$ cat src/rtl/proc_buf_pkg.sv
// Shared constants and types for the proc block and its output byte buffer.
package proc_buf_pkg;

  localparam int unsigned PROC_BYTE_W    = 8;
  localparam int unsigned PROC_WORD_W    = 32;
  localparam int unsigned PROC_BUF_DEPTH = 256;
  localparam int unsigned PROC_BUF_AW    = 8;

  typedef logic [PROC_BYTE_W-1:0] byte_t;

  // Per-cycle buffer operation; bit 0 = accepted write, bit 1 = accepted pop.
  typedef enum logic [1:0] {
    OpIdle  = 2'b00,
    OpWrite = 2'b01,
    OpPop   = 2'b10,
    OpBoth  = 2'b11
  } buf_op_e;

  function automatic buf_op_e buf_op(input logic wr, input logic pop);
    return buf_op_e'({pop, wr});
  endfunction

endpackage

$ cat src/rtl/proc_out_buffer_if.sv
// Handshake and status bundle between proc, the output byte buffer and its reader.
// master: producer/reader side; slave: the buffer itself.
interface proc_out_buffer_if
  import proc_buf_pkg::*;
#(
  parameter int unsigned DATA_W = PROC_BYTE_W,
  parameter int unsigned ADDR_W = PROC_BUF_AW
) ();

  logic              in_valid;
  logic [DATA_W-1:0] in_data;
  logic              in_ready;
  logic              rd_en;
  logic [DATA_W-1:0] rd_data;
  logic              rd_valid;
  logic [ADDR_W:0]   count;
  logic              empty;
  logic              full;
  logic              ovf;
  logic              ovf_clr;

  modport master (
    output in_valid, in_data, rd_en, ovf_clr,
    input  in_ready, rd_data, rd_valid, count, empty, full, ovf
  );

  modport slave (
    input  in_valid, in_data, rd_en, ovf_clr,
    output in_ready, rd_data, rd_valid, count, empty, full, ovf
  );

endinterface

$ cat src/rtl/proc_byte_ram.sv
// DEPTH x DATA_W simple dual-port RAM: one write port, one registered read port.
// Read-before-write on an address collision; data is never reset.
module proc_byte_ram #(
  parameter int unsigned DEPTH  = 256,
  parameter int unsigned ADDR_W = 8,
  parameter int unsigned DATA_W = 8
) (
  input  logic              clk_i,
  input  logic              we_i,
  input  logic [ADDR_W-1:0] waddr_i,
  input  logic [DATA_W-1:0] wdata_i,
  input  logic              re_i,
  input  logic [ADDR_W-1:0] raddr_i,
  output logic [DATA_W-1:0] rdata_o
);

  logic [DATA_W-1:0] mem_q [DEPTH];
  logic [DATA_W-1:0] rdata_q;

  // Storage write and registered read; the read sees the pre-write contents.
  always_ff @(posedge clk_i) begin
    if (we_i) begin
      mem_q[waddr_i] <= wdata_i;
    end
    if (re_i) begin
      rdata_q <= mem_q[raddr_i];
    end
  end

  assign rdata_o = rdata_q;

endmodule

$ cat src/rtl/proc_out_buffer.sv
// Circular byte store capturing proc output bytes, drained in order under rd_en.
// Optional build macro PROC_OUT_BUF_OVERWRITE_EN: when defined, writes into a full store
// overwrite the oldest byte instead of being dropped.
module proc_out_buffer
  import proc_buf_pkg::*;
#(
  parameter int unsigned DEPTH  = PROC_BUF_DEPTH,
  parameter int unsigned ADDR_W = PROC_BUF_AW,
  parameter int unsigned DATA_W = PROC_BYTE_W
) (
  input logic               clk_i,
  input logic               rst_i,
  proc_out_buffer_if.slave  bus_io
);

  localparam logic [ADDR_W:0]   DepthCnt = (ADDR_W + 1)'(DEPTH);
  localparam logic [ADDR_W:0]   CntOne   = (ADDR_W + 1)'(1);
  localparam logic [ADDR_W-1:0] PtrOne   = ADDR_W'(1);

  logic [ADDR_W-1:0] wr_ptr_q, wr_ptr_d;
  logic [ADDR_W-1:0] rd_ptr_q, rd_ptr_d;
  logic [ADDR_W:0]   count_q, count_d;
  logic              rd_valid_q, rd_valid_d;
  logic              ovf_q, ovf_d;
  logic [DATA_W-1:0] hold_q, hold_d;
  logic [DATA_W-1:0] ram_rdata;

  logic    full, empty, in_ready;
  logic    wr_acc, pop_acc, drop_oldest, ovf_set;
  buf_op_e op;

  // Flags come from the registered count only; pointers alone cannot tell full from empty.
  assign full  = (count_q == DepthCnt);
  assign empty = (count_q == '0);

`ifdef PROC_OUT_BUF_OVERWRITE_EN
  assign in_ready    = 1'b1;
  // A write into a full store with no pop pushes the oldest byte out.
  assign drop_oldest = wr_acc & full & ~pop_acc;
`else
  assign in_ready    = ~full;
  assign drop_oldest = 1'b0;
`endif

  assign wr_acc  = bus_io.in_valid & in_ready;
  assign pop_acc = bus_io.rd_en & ~empty;
  assign ovf_set = bus_io.in_valid & full;
  assign op      = buf_op(wr_acc, pop_acc);

  // Pointer and occupancy next-state from the accepted operation.
  always_comb begin
    wr_ptr_d = wr_ptr_q;
    rd_ptr_d = rd_ptr_q;
    count_d  = count_q;
    unique case (op)
      OpWrite: begin
        wr_ptr_d = wr_ptr_q + PtrOne;
        if (drop_oldest) begin
          rd_ptr_d = rd_ptr_q + PtrOne;
        end else begin
          count_d = count_q + CntOne;
        end
      end
      OpPop: begin
        rd_ptr_d = rd_ptr_q + PtrOne;
        count_d  = count_q - CntOne;
      end
      OpBoth: begin
        wr_ptr_d = wr_ptr_q + PtrOne;
        rd_ptr_d = rd_ptr_q + PtrOne;
      end
      default: begin
      end
    endcase
  end

  // Read strobe, held read data and sticky overflow next-state.
  always_comb begin
    rd_valid_d = pop_acc;
    hold_d     = rd_valid_q ? ram_rdata : hold_q;
    ovf_d      = ovf_set | (ovf_q & ~bus_io.ovf_clr);
  end

  // Control state register; reset wins over any in-flight write or pop.
  always_ff @(posedge clk_i) begin
    if (rst_i) begin
      wr_ptr_q   <= '0;
      rd_ptr_q   <= '0;
      count_q    <= '0;
      rd_valid_q <= 1'b0;
      ovf_q      <= 1'b0;
      hold_q     <= '0;
    end else begin
      wr_ptr_q   <= wr_ptr_d;
      rd_ptr_q   <= rd_ptr_d;
      count_q    <= count_d;
      rd_valid_q <= rd_valid_d;
      ovf_q      <= ovf_d;
      hold_q     <= hold_d;
    end
  end

  proc_byte_ram #(
    .DEPTH  (DEPTH),
    .ADDR_W (ADDR_W),
    .DATA_W (DATA_W)
  ) u_ram (
    .clk_i   (clk_i),
    .we_i    (wr_acc & ~rst_i),
    .waddr_i (wr_ptr_q),
    .wdata_i (bus_io.in_data),
    .re_i    (pop_acc & ~rst_i),
    .raddr_i (rd_ptr_q),
    .rdata_o (ram_rdata)
  );

  // The RAM output register is only meaningful in the pop-response cycle; otherwise
  // present the last popped byte (zero after reset).
  assign bus_io.rd_data  = rd_valid_q ? ram_rdata : hold_q;
  assign bus_io.rd_valid = rd_valid_q;
  assign bus_io.in_ready = in_ready;
  assign bus_io.count    = count_q;
  assign bus_io.empty    = empty;
  assign bus_io.full     = full;
  assign bus_io.ovf      = ovf_q;

endmodule

$ cat src/flat_wrapper.sv
// flat-port wrapper written by rule: the top's interface ports become plain ports
module proc_out_buffer_flat import proc_buf_pkg::*;
#(
  parameter int unsigned DEPTH  = PROC_BUF_DEPTH,
  parameter int unsigned ADDR_W = PROC_BUF_AW,
  parameter int unsigned DATA_W = PROC_BYTE_W
)
  (clk_i, rst_i, bus_io_in_valid, bus_io_in_data, bus_io_rd_en, bus_io_ovf_clr, bus_io_in_ready, bus_io_rd_data, bus_io_rd_valid, bus_io_count, bus_io_empty, bus_io_full, bus_io_ovf);
  proc_out_buffer_if #(.DATA_W(DATA_W), .ADDR_W(ADDR_W)) bus_io_i ();
  input logic clk_i;
  input logic rst_i;
  input wire logic [$bits(bus_io_i.in_valid)-1:0] bus_io_in_valid;
  input wire logic [$bits(bus_io_i.in_data)-1:0] bus_io_in_data;
  input wire logic [$bits(bus_io_i.rd_en)-1:0] bus_io_rd_en;
  input wire logic [$bits(bus_io_i.ovf_clr)-1:0] bus_io_ovf_clr;
  output wire logic [$bits(bus_io_i.in_ready)-1:0] bus_io_in_ready;
  output wire logic [$bits(bus_io_i.rd_data)-1:0] bus_io_rd_data;
  output wire logic [$bits(bus_io_i.rd_valid)-1:0] bus_io_rd_valid;
  output wire logic [$bits(bus_io_i.count)-1:0] bus_io_count;
  output wire logic [$bits(bus_io_i.empty)-1:0] bus_io_empty;
  output wire logic [$bits(bus_io_i.full)-1:0] bus_io_full;
  output wire logic [$bits(bus_io_i.ovf)-1:0] bus_io_ovf;
  assign bus_io_i.in_valid = bus_io_in_valid;
  assign bus_io_i.in_data = bus_io_in_data;
  assign bus_io_i.rd_en = bus_io_rd_en;
  assign bus_io_i.ovf_clr = bus_io_ovf_clr;
  assign bus_io_in_ready = bus_io_i.in_ready;
  assign bus_io_rd_data = bus_io_i.rd_data;
  assign bus_io_rd_valid = bus_io_i.rd_valid;
  assign bus_io_count = bus_io_i.count;
  assign bus_io_empty = bus_io_i.empty;
  assign bus_io_full = bus_io_i.full;
  assign bus_io_ovf = bus_io_i.ovf;
  proc_out_buffer #(.DEPTH(DEPTH), .ADDR_W(ADDR_W), .DATA_W(DATA_W)) u_core (.clk_i(clk_i), .rst_i(rst_i), .bus_io(bus_io_i));
endmodule
$ cat config.mk
export PLATFORM = sky130hd
export DESIGN_NAME = proc_out_buffer_flat
export DESIGN_NICKNAME = d
export VERILOG_FILES = /design/src/rtl/proc_buf_pkg.sv /design/src/rtl/proc_out_buffer_if.sv /design/src/rtl/proc_byte_ram.sv /design/src/rtl/proc_out_buffer.sv /design/src/flat_wrapper.sv
export SDC_FILE = /design/constraint.sdc
export NUM_CORES = 2
export LEC_CHECK = 0
export ABC_AREA = 1
export CAP_MARGIN = 20
export CORE_ASPECT_RATIO = 1.2
export CORE_MARGIN = 3
export CORE_UTILIZATION = 50
export DETAILED_ROUTE_END_ITERATION = 10
export HOLD_SLACK_MARGIN = 0.03
export MAX_ROUTING_LAYER = met4
export PLACE_DENSITY = 0.65
export SETUP_SLACK_MARGIN = 0.4
export SLEW_MARGIN = 20
export SYNTH_ARGS = -nofsm -noshare
export SYNTH_HDL_FRONTEND = slang
export SYNTH_HIERARCHICAL = 1
export SYNTH_SLANG_ARGS = --single-unit
$ cat constraint.sdc
create_clock -name clk_i -period 3.7 [get_ports clk_i]
set_input_delay 0.925 -clock clk_i [delete_from_list [all_inputs] [get_ports clk_i]]
set_output_delay 0.925 -clock clk_i [all_outputs]
set_load 0.05 [all_outputs]
; ---- After elaboration in Yosys (flattened, before gate mapping)
; Memory sizes are Yosys's and may differ from the RTL's. A register that Yosys moved wholly into a read port is not among the register bits.
; Cells that the tools add are included.
[word_totals]
regBits = 35
mem_bits_rw = 2048
inputBits = 13
out_inout_bits = 22
wordCells = 34
n_memories = 1
[mem_list]
columns = memory, words, width, read_ports, rd_clocked_by_memory_dff, write_ports, line
row1 = u_core.u_ram.mem_q, 256, 8, 1, 1, 1, proc_byte_ram.sv:17  ; logic [DATA_W-1:0] mem_q [DEPTH];
[classes]
add_sub_neg = 4
n_eq_ne = 4
n_mux = 4
n_bitwise = 11
reduce_logical = 4
[ops]
columns = op, count
row1 = $pmux 9 s2, 1
row2 = $add 8x1->8 const B, 2
row3 = $add 9x1->9 const B, 1
row4 = $eq 9x9->1 const B, 1
row5 = $logic_not 9->1, 1
row6 = $sub 9x1->9 const B, 1
row7 = $mux 8, 1
row8 = $and 1x1->1, 6
row9 = $eq 2x2->1 const B, 2
row10 = $not 1->1, 4
row11 = $reduce_or 2->1, 2
row12 = $eq 2x1->1 const B, 1
row13 = $mux 1, 2
row14 = $reduce_bool 2->1, 1
row15 = $or 1x1->1, 1

; ---- Longest topological paths before layout
[depth]
word_depth = 6
ltp_mapped = 17
mapped_depth_nobuf = 17

; ---- Modules after synthesis
; Netlist, hierarchy kept.
[by_module_without_submodules]
columns = mod, n_inst, cells_per_inst, area_per_inst_um2, seq_area_each_um2
row1 = proc_byte_ram, 1, 7003, 83476.3, 61739.2
row2 = proc_out_buffer, 1, 298, 2019.4, 700.7

; ---- Worst setup path before layout
; Ideal clock, no wire load.
[synth_timing]
path_kind = register to register
startpoint = register u_core.count_q[4], in the netlist u_core/bus_io.count[4]
endpoint = register u_core.count_q[7], in the netlist u_core/bus_io.count[7]
setup_time_ns = 0.109
t_arrival_ns = 3.531
required_ns = 3.591
path_slack_ns = 0.060
stages_incl_launch_ff = 14
n_path_buf = 0
synth_period_minus_slack_ns = 3.640
cell_sequence = dfxtp_1 -> nor2_2 -> nand2_1 -> nor3_1 -> nor2_1 -> ha_1 -> ha_1 -> or2_2 -> nand3_1 -> nand2_1 -> nand2_1 -> nand3_1 -> nand2_1 -> inv_1
[synth_via]
elab_chain_cells = 5
word_cells_on_any_way = 12
classes_between = add/sub: 2 / eq/ne: 3 / mux: 1 / bitwise: 4 / reduce/logical: 2
[synth_lines]
columns = item, line
row1 = from (decl), proc_out_buffer.sv:22  ; logic [ADDR_W:0] count_q, count_d;
row2 = from (signal assigned), proc_out_buffer.sv:96  ; count_q <= count_d;
row3 = $logic_not 9->1 (*), proc_out_buffer.sv:34  ; assign empty = (count_q == '0);
row4 = net bus_io_empty, flat_wrapper.sv:20  ; output wire logic [$bits(bus_io_i.empty)-1:0] bus_io_empty;
row5 = $not 1->1 (*), proc_out_buffer.sv:46  ; assign pop_acc = bus_io.rd_en & ~empty;
row6 = $and 1x1->1 (*), proc_out_buffer.sv:46
row7 = net u_core.pop_acc, proc_out_buffer.sv:29  ; logic wr_acc, pop_acc, drop_oldest, ovf_set;
row8 = $eq 2x2->1 or $eq 2x1->1 (tied branches), proc_out_buffer.sv:55  ; unique case (op)
row9 = $pmux 9 s2 or $reduce_bool 2->1 (tied branches), n/a
; The timed path passes the listed nets; every way through them passes the cells marked *.
; A chain may end at the register's enable or synchronous reset.

; ---- Worst setup path in the final report
[layout_timing]
startpoint = register u_core.rd_valid_q, in the netlist u_core/bus_io.rd_valid
endpoint = output bus_io_rd_data[5]
[layout_via]
elab_chain_cells = 1
[layout_lines]
columns = item, line
row1 = from (decl), proc_out_buffer.sv:23  ; logic rd_valid_q, rd_valid_d;
row2 = from (signal assigned), proc_out_buffer.sv:97  ; rd_valid_q <= rd_valid_d;
row3 = $mux 8, n/a
row4 = to (decl), flat_wrapper.sv:17  ; output wire logic [$bits(bus_io_i.rd_data)-1:0] bus_io_rd_data;
; Every way passes these cells.

==> metrics.cfg <==
[critical_path]
crit_top_cell = nand2_1
start_kind = flip-flop
end_kind = output pin
crit_path_max_incr_delay_ns = 0.42
r2r-end = u_core/u_ram/rdata_o[3]$_DFFE_PP_
r2r_cells = 12
crit_arrival_ns = 2.27
r2r_start = u_core/rd_ptr_q[0]$_SDFFE_PP0P_
critPathKind = reg -> out
path_max_fanout = 10
worst-endpoint-required_ns = 2.77
r2r_slack_ns = 0.52
critPathSlowestCell = clkdlybuf4s15_2
crit_chain = inv_1 > nand2_1 > nand2_1 > clkdlybuf4s15_2

[floorplanning]
io_pins = 35
die_height_um = 459
die_area_um2 = 176000
die_w_um = 383
rows = 165
start_util_pct = 50.5
fp.coreArea_um2 = 169000

[global_route]
grt_antenna_before_repair = 2
grt_remaining_overflow = 0
grt_max_degree = 133
track_usage_pct = 27.2
grt_pass1_wl_mm = 349
grt_pass1_vias = 55800

[sta]
finClkSkew_ns = 0.0250
drv_slew = 0
period_share_pct = 86.2
tightest_slew_ns = 0.989
setup_viol = 0
period_minus_slack_ns = 3.19
rsz0062_at_grt = no
relSlewSlack_pct = 34.1
finalSetupTns_ns = 0
whs_ns = 0.458
max_freq_mhz = 313
final_hold_viol_count = 0

[clocking]
worstSkewPairLatency_ns = 0.84
cts_max_path_buffers = 3
cts_inserted_buffers = 197
cts_tree = yes
htreeDepth = 4
hold_buffers = 0
cts-root-buf = clkbuf_16
clock_sink_count = 2091
clk_pin_slew_ns = 0.07

[yosys]
avgSynthCellArea_um2 = 11.7
synthDistinctLibCells = 33
ys_seq_area_share_pct = 73.0
yosys_warnings = 6
synth_nets = 7326
synth_cells = 7301
synth_area_um2 = 85500
ys_ff_latch = 2091

[drt]
vias_per_cell = 5.79
drt_iter0_drc = 6694
drc_errors = 0
vias = 57300
met2_length_mm = 115
top_layer = met4
wirelength_mm = 234
wl_per_cell_um = 23.6
wl_met1_mm = 90.2
wl_met3_mm = 18.3
ant_nets = 0
drt_first_pass_iters = 8

[pwr]
clockPowerShare_pct = 34.2
p_int_mw = 40.6
powerDensity_nw_per_um2 = 599
switching_share_pct = 29.8
comb_power_share_pct = 20.3
power_frac_seq_pct = 45.4
ir_drop_mv = 0.417
power_switching_mw = 17.3
leakage_nw = 34.2

[status]
status = finished, final reports clean

[final_layout]
fin_cells = 9905
final_nets = 7521
final_area_um2 = 96700
area_delta_synth_final_pct = 13.1
drive_above_1_share_pct = 9.97
final_common_cell = nand2_1
final_cell_mix = nand2_1 (2207), edfxtp_1 (2056), nand3_1 (2039), buf_4 (390), nor2_1 (323)

[min_path]
hold-path-endpoint = u_core/u_ram/mem_q[224][2]$_DFFE_PP_
min_path_cells = 1
min_path_type = in -> reg
worstHoldStart = bus_io_in_data[2]

[placed_design]
routabilityCongestion = 0.921
io_buffers = 34
dp_hpwl_mm = 140
dp_cells = 9551
placed_area_um2 = 90400

[run]
drv_cap = 0

-- synth_stat cells --
| cell type | count | area [µm²] |
|---|---|---|
| nand2_1 | 2208 | 8290 |
| edfxtp_1 | 2056 | 61700 |
| nand3_1 | 2039 | 10200 |
| nor2_1 | 323 | 1210 |
| buf_2 | 270 | 1350 |
| clkbuf_1 | 115 | 432 |
| inv_1 | 74 | 278 |
| buf_4 | 46 | 345 |
| buf_1 | 40 | 150 |
| dfxtp_1 | 35 | 701 |
| a21oi_1 | 23 | 115 |
| buf_6 | 16 | 180 |
| ha_1 | 11 | 138 |
| o21ai_0 | 11 | 55.1 |
| xnor2_1 | 6 | 52.6 |
| nand3b_1 | 3 | 22.5 |
| nor3_1 | 3 | 15.0 |
| buf_8 | 2 | 30.0 |
| inv_2 | 2 | 7.51 |
| nor2_2 | 2 | 12.5 |
| nor2_4 | 2 | 22.5 |
| or2_2 | 2 | 12.5 |
| xor2_1 | 2 | 17.5 |
| a21oi_2 | 1 | 8.76 |
| clkbuf_8 | 1 | 13.8 |
| fa_1 | 1 | 20.0 |
| inv_4 | 1 | 6.26 |
| inv_6 | 1 | 8.76 |
| nand2_2 | 1 | 6.26 |
| nand2_4 | 1 | 11.3 |
| nand2_8 | 1 | 20.0 |
| nand4_1 | 1 | 6.26 |
| nor4_2 | 1 | 12.5 |
-- registers in the layout (all words and copies together), names as in the netlist --
name and cells:
u_core/bus_io.count 9, u_core/hold_q 8, u_core/u_ram/mem_q 2048, u_core/wr_ptr_q 8, u_core/bus_io.ovf 1, u_core/u_ram/rdata_o 8, u_core/bus_io.rd_valid 1, u_core/rd_ptr_q 8
-- cell families (layout without fill, tap and decap cells) --
kind of cell	count (synthesis)	after routing	synth area share, %
DFF	2091	2091	73.0
xor gates and xnor gates	8	8	0.0820
AOI/OAI and AO/OA	35	35	0.209
and+or+nand+nor	4587	4587	23.2
adders and majority gates	12	12	0.184
other	0	1	0
buffers and inverters	568	917	3.28
-- timing repair --
item                                    CTS  global route
setup buffers                             0             0
endpoints found under the setup margin   11             3
gates resized for setup                  20             6
-- worst max-delay path, delay by kind of cell (launching register included) --
kind / cells / cell delay (ns)
buf+inv: 2 / 0.66
simple gates: 2 / 0.38
flops: 1 / 0.38
-- power by group through the flow --
stage	Sequential [mW]	Combinational, mW	Clock [mW]
floorplan	26.9	7.83	0
finish	26.3	11.8	19.8
global placement	26.8	11.6	0
global route	26.3	12.9	21.0
detailed placement	26.8	11.7	0
CTS	26.3	11.7	20.1
-- per-layer routing --
metal	GRT usage (%)	vias to the layer above
met5	-	-
met4	11.6	0
met3	3.97	547
met2	44.0	2604
met1	34.5	28000
li1	-	26200
-- layout make-up --
| type | count | area (µm²) |
|---|---|---|
| fill | 13900 | 72600 |
| sequential | 2091 | 62500 |
| multi-input combinational | 4642 | 20300 |
| clock buffer | 238 | 5210 |
| timing repair buffer | 486 | 4530 |
| antenna | 1 | 2.50 |
| tap | 2254 | 2820 |
| inverter | 78 | 332 |
| clock inverter | 115 | 1060 |
-- worst max-delay path by stage --
stage                     depth (start not counted)                           startpoint                             endpoint
after floorplan                                  13  u_core/bus_io.count[4]$_SDFFE_PP0P_  u_core/bus_io.count[7]$_SDFFE_PP0P_
after global placement                           13                      bus_io_in_valid  u_core/bus_io.count[8]$_SDFFE_PP0P_
after detailed placement                         12                      bus_io_in_valid  u_core/bus_io.count[7]$_SDFFE_PP0P_
after CTS                                         4    u_core/bus_io.rd_valid$_SDFF_PP0_                    bus_io_rd_data[6]
after global routing                              5  u_core/bus_io.count[7]$_SDFFE_PP0P_                      bus_io_in_ready
final                                             4    u_core/bus_io.rd_valid$_SDFF_PP0_                    bus_io_rd_data[5]
-- through the flow --
step / power (mW) / setup WS, ns / utilization [%]
2_1_floorplan: 34.7 / 0.589 / -
3_3_place_gp: 38.4 / 0.353 / 53.4
3_5_place_dp: 38.5 / 0.450 / 53.4
4_1_cts: 58.1 / 0.293 / 57.1
5_1_grt: 60.2 / 0.409 / 57.1
6_report: 57.9 / 0.509 / 57.1
(Power assumes the default switching activity.)
